--- config.mk ---
export PLATFORM = sky130hd
export DESIGN_NAME = mem_ctrl_fsm
export DESIGN_NICKNAME = d
export VERILOG_FILES = /design/src/rtl/mem_ctrl_fsm.sv
export SDC_FILE = /design/constraint.sdc
export NUM_CORES = 1
export LEC_CHECK = 0
export ABC_AREA = 1
export ABC_CLOCK_PERIOD_IN_PS = 2000
export BUFFER_PORTS_ARGS = -buffer_cell sky130_fd_sc_hd__buf_2
export CORE_MARGIN = 2
export CORE_UTILIZATION = 50
export DETAILED_ROUTE_END_ITERATION = 12
export GPL_TIMING_DRIVEN = 1
export PLACE_DENSITY = 0.67
export SYNTH_ARGS = -nofsm -noshare
export SYNTH_HDL_FRONTEND = slang
export SYNTH_SLANG_ARGS = --single-unit
--- constraint.sdc ---
create_clock -name clk -period 2 [get_ports clk]
set_input_delay 0 -clock clk [delete_from_list [all_inputs] [get_ports clk]]
set_output_delay 0 -clock clk [all_outputs]
set_load 0.02 [all_outputs]
--- src/rtl/mem_ctrl_fsm.sv ---
// Addressed register-file memory with a request/commit/done control FSM and a
// configurable access wait. Define PARITY_EN for per-word even parity with an inject hook.
module mem_ctrl_fsm #(
   parameter int DATA_W   = 8,
   parameter int ADDR_W   = 3,
   parameter int WAIT_CYC = 0
) (
   input  logic              clk,
   input  logic              rst_n,
   input  logic              select,
   input  logic              op,
   input  logic [ADDR_W-1:0] addr,
   input  logic [DATA_W-1:0] wdata,
`ifdef PARITY_EN
   input  logic              par_inj,
   output logic              perr,
`endif
   output logic              ready,
   output logic              rw,
   output logic              valid,
   output logic [DATA_W-1:0] rdata
);

   // state    | meaning
   // S_IDLE   | ready for a request; select captures op/addr/wdata
   // S_ACCESS | waiting out the counter; commit on the edge where it is 0
   // S_DONE   | one-cycle completion, valid high
   localparam int DEPTH = 2 ** ADDR_W;

   typedef enum logic [1:0] {
      S_IDLE   = 2'd0,
      S_ACCESS = 2'd1,
      S_DONE   = 2'd2
   } state_t;

   state_t            state;
   state_t            state_nxt;
   logic [3:0]        cnt;
   logic              op_q;
   logic [ADDR_W-1:0] addr_q;
   logic [DATA_W-1:0] wdata_q;
   logic [DATA_W-1:0] mem [DEPTH];
   logic              accept;
   logic              commit;

   assign accept = (state == S_IDLE) && select;
   assign commit = (state == S_ACCESS) && (cnt == 4'd0);

   always_ff @(posedge clk or negedge rst_n) begin
      if (!rst_n) begin
         state <= S_IDLE;
      end else begin
         state <= state_nxt;
      end
   end

   always_comb begin
      state_nxt = state;
      case (state)
         S_IDLE:   if (select) state_nxt = S_ACCESS;
         S_ACCESS: if (cnt == 4'd0) state_nxt = S_DONE;
         S_DONE:   state_nxt = S_IDLE;
         default:  state_nxt = S_IDLE;
      endcase
   end

   // rw follows the captured op for the whole ACCESS/DONE span and drops in IDLE
   always_comb begin
      ready = 1'b0;
      valid = 1'b0;
      rw    = 1'b0;
      case (state)
         S_IDLE:   ready = 1'b1;
         S_ACCESS: rw    = op_q;
         S_DONE: begin
            valid = 1'b1;
            rw    = op_q;
         end
         default:  ready = 1'b0;
      endcase
   end

   always_ff @(posedge clk or negedge rst_n) begin
      if (!rst_n) begin
         op_q    <= 1'b0;
         addr_q  <= '0;
         wdata_q <= '0;
         cnt     <= 4'd0;
      end else if (accept) begin
         op_q    <= op;
         addr_q  <= addr;
         wdata_q <= wdata;
         cnt     <= 4'(WAIT_CYC);
      end else if ((state == S_ACCESS) && (cnt != 4'd0)) begin
         cnt <= cnt - 4'd1;
      end
   end

   always_ff @(posedge clk or negedge rst_n) begin
      if (!rst_n) begin
         for (int i = 0; i < DEPTH; i++) begin
            mem[i] <= '0;
         end
      end else if (commit && op_q) begin
         mem[addr_q] <= wdata_q;
      end
   end

   always_ff @(posedge clk or negedge rst_n) begin
      if (!rst_n) begin
         rdata <= '0;
      end else if (commit && !op_q) begin
         rdata <= mem[addr_q];
      end
   end

`ifdef PARITY_EN
   logic             inj_q;
   logic [DEPTH-1:0] mem_par;

   always_ff @(posedge clk or negedge rst_n) begin
      if (!rst_n) begin
         inj_q <= 1'b0;
      end else if (accept) begin
         inj_q <= par_inj;
      end
   end

   // Stored bit makes data+parity even; inject flips it to force a read error
   always_ff @(posedge clk or negedge rst_n) begin
      if (!rst_n) begin
         mem_par <= '0;
      end else if (commit && op_q) begin
         mem_par[addr_q] <= (^wdata_q) ^ inj_q;
      end
   end

   always_ff @(posedge clk or negedge rst_n) begin
      if (!rst_n) begin
         perr <= 1'b0;
      end else if (commit && !op_q) begin
         perr <= (^mem[addr_q]) ^ mem_par[addr_q];
      end
   end
`endif

endmodule

# Yosys cells after proc, flatten, opt, wreduce, memory -nomap -nowiden

Index checks and enable logic that the tools add are counted.

Add/sub/neg operators: 1
$lt $le $gt $ge: 2
Eq/ne operators: 4
Muxes and demuxes: 14
Bitwise operators: 1
Reductions and logical operators: 13

Operators by type and width:

| cell                                                | count |
|---|---|
| bitwise mux 64 bit                                  | 1 |
| binary-select mux 8 bit (select 3 bit)              | 1 |
| demux 8 bit (select 3 bit)                          | 1 |
| 2-to-1 mux 8 bit                                    | 3 |
| 2-to-1 mux 4 bit                                    | 2 |
| logical AND 1 bit                                   | 6 |
| >= comparator 4 bit (second input constant)         | 1 |
| zero test 4 bit                                     | 1 |
| < comparator 4 x 1 -> 1 bit (second input constant) | 1 |
| 2-to-1 mux 2 bit                                    | 2 |
| != test 2 bit (second input constant)               | 2 |
| NOT 3 -> 4 bit                                      | 1 |
| case mux 2 bit (2 select lines)                     | 1 |
| nonzero test 4 bit                                  | 1 |
| subtractor 4 x 1 -> 4 bit (second input constant)   | 1 |
| 2-to-1 mux 1 bit                                    | 3 |
| == test 2 x 1 -> 1 bit (second input constant)      | 1 |
| == test 2 bit (second input constant)               | 1 |
| zero test 2 bit                                     | 1 |
| AND reduction 2 bit                                 | 1 |
| nonzero test 2 bit                                  | 1 |
| OR reduction 2 bit                                  | 1 |
| zero test 1 bit                                     | 1 |

Flip-flop bits (word level): 90
Output and inout port bits: 11

# Depth between registers and ports, before layout

Gate-level depths: netlist (run 1).

Depth after elaboration: 6
Mapped depth: 9

# Least setup slack after synthesis (run 1)

Ideal clock, no wire load.

Kind: register to register
Start: register state[1]
End: register mem[54] (netlist name)
Setup time: 0.130 ns
Arrival: 1.365 ns
Required time: 1.870 ns
Path slack: 0.504 ns
Stages on the path, launching flop included: 9
Buffers on the path: 1
Clock period less this slack: 1.496 ns
Cell sequence: dfrtp_1 -> inv_1 -> ha_1 -> nand4_2 -> inv_2 -> nand2_1 -> buf_2 -> nand2_1 -> o21ai_0

Cells in the longest elaborated chain, start to end: 3

RTL lines:

| item                            | line | text |
|---|---|---|
| from (decl)                     | 36   | `state_t state;` |
| from (signal assigned)          | 53   | `state <= state_nxt;` |
| == test 2 x 1 -> 1 bit          | 47   | `assign commit = (state == S_ACCESS) && (cnt == 4'd0);` |
| logical AND 1 bit               | 47   |  |
| logical AND 1 bit               | 104  | `end else if (commit && op_q) begin` |
| to (signal, indexed assignment) | 105  | `mem[addr_q] <= wdata_q;` |
| to (decl)                       | 42   | `logic [DATA_W-1:0] mem [DEPTH];` |

Every way passes these cells.
A chain may end at the register's enable or synchronous reset.

# Worst setup path after layout (run 1)

Start: register addr_q[1]
End: register mem[60] (netlist name)

Cells in the longest elaborated chain, start to end: 6
Elaborated cells between the ends (all ways): 7
Those cells by class: 2 x order compare; 3 x mux; 1 x bitwise; 1 x reduce/logical

RTL lines:

| item                                                                                     | line | text |
|---|---|---|
| from (decl)                                                                              | 40   | `logic [ADDR_W-1:0] addr_q;` |
| from (signal assigned)                                                                   | 91   | `addr_q <= addr;` |
| NOT 3 -> 4 bit (not written as such) (*)                                                 | 105  |  |
| >= comparator 4 bit (not written as such) or < comparator 4 x 1 -> 1 bit (tied branches) | 105  |  |
| logical AND 1 bit (not written as such)                                                  | 105  |  |
| 2-to-1 mux 8 bit (not written as such)                                                   | 105  |  |
| demux 8 bit (select 3 bit) (*)                                                           | 105  |  |
| bitwise mux 64 bit (*)                                                                   | 105  |  |

Every way passes the cells marked *; elsewhere a longest branch is shown, timed or not.

==> out/summary.txt, run 1 <==
Max stage delay on crit path -> 0.48 ns
hold path endpoint -> state[1]
count of final setup violators -> 0
postcts setup bufs -> 0
final count of hold timing violations -> 0
post-synthesis cell count -> 549
Max IR drop VDD -> 836 uV
Unique masters post-synth -> 25
Leakage -> 2.55 nW
Mapped Avg Cell Area -> 8.06 um2
row cnt -> 34
Pwr per Cell Area -> 1530 mW/mm2
clock period minus worst slack -> 1.81 ns
FF+latch count, synth -> 90
Yosys warnings -> 0
GR Overflow Total -> 0
reg2reg start -> addr_q[1]
vias -> 3,631
residual DRC count -> 0
fill count -> 798
largest net degree at the start of global routing -> 62
mux cell area share after synthesis -> 0
main combinational cell family by area after synthesis -> simple AND/OR/NAND/NOR gates
most used cell, CP -> nand2_2
Cell Chain, Critical Path -> nor2_1 -> nand2_2 -> inv_1 -> nand2_2 -> nand2_1 -> o21ai_0
die outline width -> 98.1 um
Crit path arrival time -> 2.05 ns
cell count of the worst reg-to-reg path -> 6
R2R Setup Slk -> 0.19 ns
Compound-Gate Fraction of Synth Area -> 0.171
Hold Path Cell Cnt -> 4
RR Endpoint -> mem[60]
Simple-Gate Fraction of Synth Area -> 0.193
CTS tree -> yes
initial antenna violation count -> 0
Net Count, Synth -> 570
initial DRC count -> 217
fmax -> 0.551 GHz
Setup crit end kind -> register
Die Span Y -> 98.1 um
diode count -> 0
commonest non-fill, non-tap cells in the layout -> nand2_1 (106), inv_1 (90), dfrtp_1 (90)
Sink Count -> 90
WP data required -> 2.23 ns
Slew HR -> 0.598
adder-cell area share of the yosys netlist -> 0.0170
number of nets in the layout -> 601
die outline area -> 0.00961 mm2
hold path start -> select
drt wl/cell -> 14.2 um
core area -> 0.00864 mm2
sequential cell area -> 0.00225 mm2
CP max FO -> 16
Vias/cell -> 5.24
number of non-filler instances in the completed layout -> 693
Final Skew -> 0.00657 ns
vias in the first global route -> 3,504
num ports -> 26
maximum capacitance violations -> 0
H-tree levels -> 3
area delta synth->final -> 12.9%
Seq/Total Area, Yosys -> 0.509
DP Cell Count -> 664
total negative slack -> 0 ns
Mapped Area -> 0.00442 mm2
Placer Congestion -> 0.834
Multi-input gate area -> 0.00169 mm2
critical path's top delay family -> simple AND/OR/NAND/NOR gates
Synth Area in XOR/XNOR -> 0
cell area after layout -> 0.00499 mm2
Worst setup SP type -> register
dpl hpwl -> 6.60 mm
All-Layer GR Usage -> 0.224
first-pass detailed-route iteration total -> 5
ratio of cells with drive above 1 in the final layout -> 0.111
final WL -> 9.86 mm
Detail Route Antenna Nets -> 0
Max Buffers Root-to-Sink -> 2
Setup CP Type -> reg2reg
number of buffers added on ports -> 25
Slew @ Worst Pin -> 0.603 ns
Final Core Density -> 0.578
Clock transition at path regs -> 0.09 ns
clk_lat worst skew -> 0.36 ns
most common cell after layout, fill and taps aside -> nand2_1
number of buffers created by CTS -> 9
Crit-path slowest cell -> dfrtp_1
Hold Crit Class -> in2reg
Max Transition Viols Final -> 0
Placed Area -> 0.00465 mm2
outcome -> complete, no violations
CP bufs+invs -> 1
fin crit share -> 0.907
first-pass GRT wire length -> 17.2 mm
starting density of the core -> 0.512
RSZ-0062 raised after global routing -> false
CTS root buffer -> clkbuf_8
synthesized netlist by cell type:
| cell type | n | share of area |
|---|---|---|
| nor2_2 | 1 | 0.0014 |
| o21ai_0 | 66 | 0.075 |
| clkbuf_1 | 16 | 0.014 |
| inv_2 | 4 | 0.0034 |
| nor2_8 | 1 | 0.0045 |
| o21ai_1 | 2 | 0.0023 |
| nand3_1 | 34 | 0.038 |
| o22ai_1 | 1 | 0.0014 |
| nor2_1 | 44 | 0.037 |
| dfrtp_1 | 90 | 0.51 |
| buf_6 | 1 | 0.0025 |
| nand2_2 | 4 | 0.0057 |
| nand4_1 | 1 | 0.0014 |
| nor2_4 | 1 | 0.0025 |
| o31ai_1 | 40 | 0.068 |
| nand2_1 | 108 | 0.092 |
| ha_1 | 6 | 0.017 |
| and3_1 | 1 | 0.0014 |
| buf_2 | 9 | 0.010 |
| inv_1 | 90 | 0.076 |
| nor3_1 | 3 | 0.0034 |
| nand2_4 | 1 | 0.0025 |
| nand4_2 | 1 | 0.0028 |
| a21oi_1 | 22 | 0.025 |
| buf_4 | 2 | 0.0034 |
final cells by class:
cell class / count / share of cell area
Clock buffer: 12 / 0.0311
Clock inverter: 4 / 0.0100
Inverter: 94 / 0.0706
Multi-Input combinational cell: 337 / 0.339
Sequential cell: 90 / 0.451
Tap cell: 108 / 0.0271
Timing Repair Buffer: 48 / 0.0716
layer usage:
layer  global-route usage  part of all wire  vias up
li1                     -                 -     1826
met1                0.321              0.49     1724
met2                0.348              0.46       66
met3               0.0286             0.030       15
met4               0.0897             0.020        0
met5                    0                 0        -
worst max path at each step:
stage	slack, ns	from	cells past startpoint	endpoint
after floorplan	0.50	state[1]	8	mem[54]
after global placement	0.22	state[1]	7	mem[38]
after detailed placement	0.11	state[1]	6	mem[32]
after CTS	0.09	state[1]	6	mem[32]
after global routing	0.02	state[1]	7	mem[32]
final	0.19	addr_q[1]	6	mem[60]
logic make-up (layout without fill, tap and decap cells):
group,Yosys count,after routing
simple gates,200,200
fa+ha+maj,6,6
flops,90,90
buf+inv,122,158
compound gates,131,131
through the flow:
| stage | worst slack [ns] | hold slack (ns) | power (mW) |
|---|---|---|---|
| finish | 0.185 | 0.0440 | 7.63 |
| global route | 0.0219 | 0.0694 | 8.35 |
| CTS | 0.0886 | 0.0319 | 7.67 |
| detailed placement | 0.113 | 0.0527 | 6.35 |
| global placement | 0.223 | 0.0492 | 6.23 |
| floorplan | 0.504 | -0.296 | 5.40 |
worst reg2reg max path, delay by kind of cell (launching register included):
family | cells | cell delay [ns]
DFF | 1 | 0.48
AOI/OAI and AO/OA | 1 | 0.08
and+or+nand+nor | 4 | 1.01
buffers and inverters | 1 | 0.12
what timing repair did:
item,CTS,global route
hold buffers,13,0
endpoints found under the setup margin,0,13
resized for setup,0,2
endpoints found under the hold margin,55,0
flip-flops by register name, summed over array words and instances (netlist names):
signal / flops
state: 2
rdata: 8
op_q: 1
cnt: 4
wdata_q: 8
mem: 64
addr_q: 3
power by group:
group	leakage [nW]	switching, mW	internal (mW)
Clock	0.0986	0.644	0.645
Combinational	1.33	2.30	1.04
Sequential	1.13	0.404	2.59
No activity file was read; power rests on OpenSTA's default activity.
==> run 2: changes to the inputs <==
Settings changed: CORE_ASPECT_RATIO from default to 0.9.
==> out/summary.txt, run 2 (synthesis gave the netlist of run 1 again) <==
DP Cell Count -> 673
Max Buffers Root-to-Sink -> 2
H-tree levels -> 3
critical path's top delay family -> buffers and inverters
Setup CP Type -> reg2reg
ratio of cells with drive above 1 in the final layout -> 0.103
dpl hpwl -> 6.53 mm
Slew @ Worst Pin -> 0.693 ns
most common cell after layout, fill and taps aside -> nand2_1
Cell Chain, Critical Path -> inv_1 -> ha_1 -> nand4_2 -> buf_4 -> o21ai_0 -> o31ai_1
number of buffers created by CTS -> 9
Pwr Total -> 7.66 mW
Hold Crit Class -> in2reg
Leakage -> 2.55 nW
Clock power frac -> 0.180
area delta synth->final -> 12.8%
Setup crit end kind -> register
Placed Area -> 0.00464 mm2
vias in the first global route -> 3,445
Clock transition at path regs -> 0.09 ns
Final Skew -> 0.0112 ns
outcome -> complete, no violations
number of buffers added on ports -> 25
Max stage delay on crit path -> 0.57 ns
maximum capacitance violations -> 0
drt wl/cell -> 14.2 um
initial DRC count -> 258
Switching Share -> 0.434
Worst setup SP type -> register
die outline area -> 0.00962 mm2
Pwr per Cell Area -> 1530 mW/mm2
commonest non-fill, non-tap cells in the layout -> nand2_1 (108), inv_1 (90), dfrtp_1 (90)
fill count -> 813
number of non-filler instances in the completed layout -> 702
Crit path arrival time -> 2.02 ns
Max Transition Viols Final -> 0
final WL -> 9.94 mm
diode count -> 0
clock period minus worst slack -> 1.77 ns
final count of hold timing violations -> 0
Sink Count -> 90
cell area after layout -> 0.00499 mm2
count of final setup violators -> 0
PostCTS Resize Cnt -> 0
fmax -> 0.565 GHz
Placer Congestion -> 0.830
Largest register FFs -> 64
CTS tree -> yes
first-pass detailed-route iteration total -> 4
vias -> 3,538
CP max FO -> 80
WP data required -> 2.25 ns
number of nets in the layout -> 599
Crit-path slowest cell -> buf_4
initial antenna violation count -> 0
fin crit share -> 0.886
CP bufs+invs -> 2
num ports -> 26
RSZ-0062 raised after global routing -> false
die outline width -> 103 um
total negative slack -> 0 ns
Die Span Y -> 93.2 um
Detail Route Antenna Nets -> 0
residual DRC count -> 0
Vias/cell -> 5.04
first-pass GRT wire length -> 17.0 mm
core area -> 0.00857 mm2
clk_lat worst skew -> 0.35 ns
row cnt -> 32
biggest registers after layout -> mem: 64 flops, rdata: 8 flops, wdata_q: 8 flops
Max IR drop VDD -> 967 uV
register name with the most flops -> mem
All-Layer GR Usage -> 0.230
Slew HR -> 0.538
starting density of the core -> 0.516
Flop pwr share -> 0.392
Gate power share -> 0.429
GR Overflow Total -> 0
largest net degree at the start of global routing -> 81
P_int -> 4.33 mW
CTS root buffer -> clkbuf_8
sw power -> 3.32 mW
==> run 2: cell count changes in the layout (fill, tap and decap cells not counted) <==
cell	delta
nand2_1	+2
clkbuf_8	-1
bufinv_16	+1
inv_6	+1
clkbuf_1	+1
clkinvlp_4	-2
nand2_2	-2
buf_4	-1
buf_12	-1
==> run 2: worst min-delay path, delay by kind of cell <==
kind                   cells  cell delay, ns
AO/OA/AOI/OAI              1            0.06
buffers and inverters      1            0.09
AND/OR/NAND/NOR            2            0.19
==> run 2: stage by stage <==
stage / hold slack [ns] / setup slack, ns / util
3_3_place_gp: -0.0116 / 0.342 / 0.542
4_1_cts: 0.0155 / 0.225 / 0.582
3_5_place_dp: -0.00647 / 0.257 / 0.542
6_report: 0.0369 / 0.229 / 0.582
2_1_floorplan: -0.296 / 0.504 / -
5_1_grt: 0.0779 / 0.0371 / 0.582
==> run 2: metal layers <==
layer	wire (um)	GRT usage
met3	484	0.0516
met4	43	0.0461
met5	0	0
met2	4560	0.358
met1	4850	0.333
==> run 2: power groups by stage <==
stage / Sequential, mW / Combinational [mW] / Clock, mW
2_1_floorplan: 3.03 / 2.36 / 0
3_3_place_gp: 3.00 / 3.20 / 0
3_5_place_dp: 3.03 / 3.27 / 0
4_1_cts: 3.00 / 3.30 / 1.41
5_1_grt: 3.10 / 3.80 / 1.49
6_report: 3.00 / 3.28 / 1.38
==> run 2: what timing repair did <==
item,in CTS,in global routing
hold endpoints to repair,46,0
endpoints found under the setup margin,0,0
hold buffers,13,0
setup buffers,0,0
==> run 2: cell type report <==
type,count,area (um2),area share
Multi-Input combinational cell,337,1690,0.338
Sequential cell,90,2250,0.451
Timing Repair Buffer,46,330,0.0662
Inverter,94,353,0.0707
Clock inverter,4,73.8,0.0148
Clock buffer,12,145,0.0291
Tap cell,119,149,0.0298
==> run 2: final timing paths <==
path                                from  endpoint  slack [ns]  cells past startpoint
worst max-delay path            state[1]   mem[14]        0.23                      6
worst min-delay path              select    cnt[1]        0.04                      4
worst max register to register  state[1]   mem[14]        0.23                      6
worst min register to register   mem[62]   mem[62]        0.50                      2
max in group asynchronous          rst_n   mem[17]        1.20                      3
min in group asynchronous          rst_n   mem[35]        0.13                      2
==> run 3: changes to the inputs <==
Settings changed: ABC_AREA 1 to 0, CORE_ASPECT_RATIO 0.9 to 1.75, TNS_END_PERCENT from default to 10.
==> out/summary.txt, run 3 <==
vias -> 2,441
Unique masters post-synth -> 34
top-count cell post-synth -> dfrtp_1
cell area after layout -> 0.00483 mm2
biggest registers after layout -> mem: 64 flops, rdata: 8 flops, wdata_q: 8 flops
dpl hpwl -> 5.71 mm
cell count of the worst reg-to-reg path -> 6
starting density of the core -> 0.508
reg2reg start -> state[1]
post-synthesis cell count -> 276
die outline width -> 73.0 um
Clock transition at path regs -> 0.06 ns
maximum capacitance violations -> 0
Flop pwr share -> 0.433
num ports -> 26
clk_lat worst skew -> 0.34 ns
main combinational cell family by area after synthesis -> multiplexers
fmax -> 0.506 GHz
Synth Area in XOR/XNOR -> 0
area fraction of the dominant cell type after synthesis -> 0.541
die outline area -> 0.00911 mm2
final count of hold timing violations -> 0
Crit path arrival time -> 2.20 ns
largest net degree at the start of global routing -> 49
crit path capture -> mem[57]
initial antenna violation count -> 0
mux cell area share after synthesis -> 0.303
Mapped Avg Cell Area -> 15.1 um2
Clock power frac -> 0.210
Worst setup SP type -> register
Slew HR -> 0.584
Die Span Y -> 125 um
diode count -> 0
fin crit share -> 0.987
CP max FO -> 16
Final Skew -> 0.00568 ns
clock period minus worst slack -> 1.97 ns
Mapped Area -> 0.00417 mm2
number of buffers added on ports -> 25
ratio of cells with drive above 1 in the final layout -> 0.468
H-tree levels -> 3
Setup crit end kind -> register
synth cell count leaders -> dfrtp_1 (90), mux2_2 (74), a21oi_1 (22), mux4_2 (14), mux2i_1 (10)
Setup CP Type -> reg2reg
vias in the first global route -> 2,691
Net Count, Synth -> 297
first-pass detailed-route iteration total -> 4
commonest non-fill, non-tap cells in the layout -> dfrtp_1 (90), mux2_2 (74), buf_2 (24)
P_int -> 4.82 mW
Max Buffers Root-to-Sink -> 2
count of final setup violators -> 0
Max IR drop VDD -> 674 uV
top_reg_cell synth -> dfrtp_1
Yosys warnings -> 0
CTS tree -> yes
Pwr per Cell Area -> 1510 mW/mm2
area delta synth->final -> 16.0%
Max Transition Viols Final -> 0
ys async rst share -> 1.00
WP data required -> 2.22 ns
DP Cell Count -> 395
All-Layer GR Usage -> 0.208
Sink Count -> 90
Hold Crit Class -> in2async
Gate power share -> 0.357
R2R Setup Slk -> 0.03 ns
Pwr Total -> 7.29 mW
number of nets in the layout -> 349
RR Endpoint -> mem[57]
core area -> 0.00820 mm2
fill count -> 644
first-pass GRT wire length -> 14.1 mm
Crit. Startpoint -> state[1]
Simple-Gate Fraction of Synth Area -> 0.0601
Vias/cell -> 5.74
top cells by area, synth -> dfrtp_1 (54%), mux2_2 (20%), mux4_2 (7.6%)
Switching Share -> 0.339
FF+latch count, synth -> 90
Largest register FFs -> 64
Placed Area -> 0.00442 mm2
residual DRC count -> 0
Slew @ Worst Pin -> 0.624 ns
adder-cell area share of the yosys netlist -> 0.0180
number of non-filler instances in the completed layout -> 425
Post-synth EDFFs -> 0
outcome -> complete, no violations
register name with the most flops -> mem
largest area contributor in the netlist -> dfrtp_1
Placer Congestion -> 0.804
Seq/Total Area, Yosys -> 0.541
GR Overflow Total -> 0
RSZ-0062 raised after global routing -> true
Leakage -> 2.30 nW
final WL -> 8.33 mm
most common cell after layout, fill and taps aside -> dfrtp_1
Detail Route Antenna Nets -> 0
sw power -> 2.47 mW
row cnt -> 44
drt wl/cell -> 19.6 um
initial DRC count -> 118
CTS root buffer -> clkbuf_16
number of buffers created by CTS -> 9
Final Core Density -> 0.589
Compound-Gate Fraction of Synth Area -> 0.0444
[run 3: critical path: stages (launching register included)]
cell,delay [ns]
dfrtp_1,0.40
inv_2,0.08
ha_1,0.17
and4bb_1,0.26
buf_12,0.17
nand4_2,0.35
mux2_2,0.42
[run 3: cell type report]
| type | count | area (um2) | area share |
|---|---|---|---|
| clock buffers | 13 | 250 | 0.0518 |
| clock inverters | 3 | 15.0 | 0.00311 |
| multi-input cells | 166 | 1790 | 0.369 |
| flip-flops and latches | 90 | 2250 | 0.466 |
| repair buffers | 53 | 385 | 0.0797 |
| inverters | 8 | 30.0 | 0.00621 |
| well taps | 92 | 115 | 0.0238 |
[run 3: how the worst min path moves through the flow]
stage	from	endpoint	slack (ns)	depth (start not counted)
global placement	rst_n	state[0]	0.05	1
global route	rst_n	state[0]	0.27	2
floorplan	rst_n	addr_q[0]	-0.30	0
detailed placement	rst_n	state[0]	0.05	1
CTS	rst_n	state[0]	0.23	2
finish	rst_n	state[0]	0.21	2
[run 3: routing by layer]
metal,track usage,share of wire,vias to the layer above
li1,-,-,1133
met2,0.330,0.52,33
met3,0.0413,0.021,13
met4,0.102,0.024,0
met1,0.266,0.44,1262
met5,0,0,-
[run 3: power by group through the flow]
stage / combinational (mW) / sequential (mW) / clock (mW)
final: 2.60 / 3.15 / 1.53
after global placement: 2.54 / 3.16 / 0
after floorplan: 2.02 / 3.01 / 0
after global routing: 2.84 / 3.28 / 1.64
after detailed placement: 2.59 / 3.19 / 0
after CTS: 2.63 / 3.17 / 1.57
[run 3: kinds of logic after synthesis]
family | count (synthesis)
mux | 99
compound gates | 34
fa+ha+maj | 6
simple gates | 27
buf+inv | 20
flops | 90
[run 3: timing repair]
item,in CTS,in global routing
gates cloned,0,0
hold buffers,14,0
pin swaps,0,1
gates resized for setup,1,3
endpoints found under the setup margin,21,39
endpoints found under the hold margin,59,0
setup buffers,0,0
[run 3: metrics by stage]
step / TNS, ns / hold slack [ns] / setup WS (ns)
after global routing: -1.11 / 0.270 / -0.0788
final: 0 / 0.207 / 0.0250
after global placement: -0.318 / 0.0482 / -0.0410
after floorplan: 0 / -0.296 / 0.215
after CTS: -0.220 / 0.228 / -0.0235
after detailed placement: -0.478 / 0.0457 / -0.0539
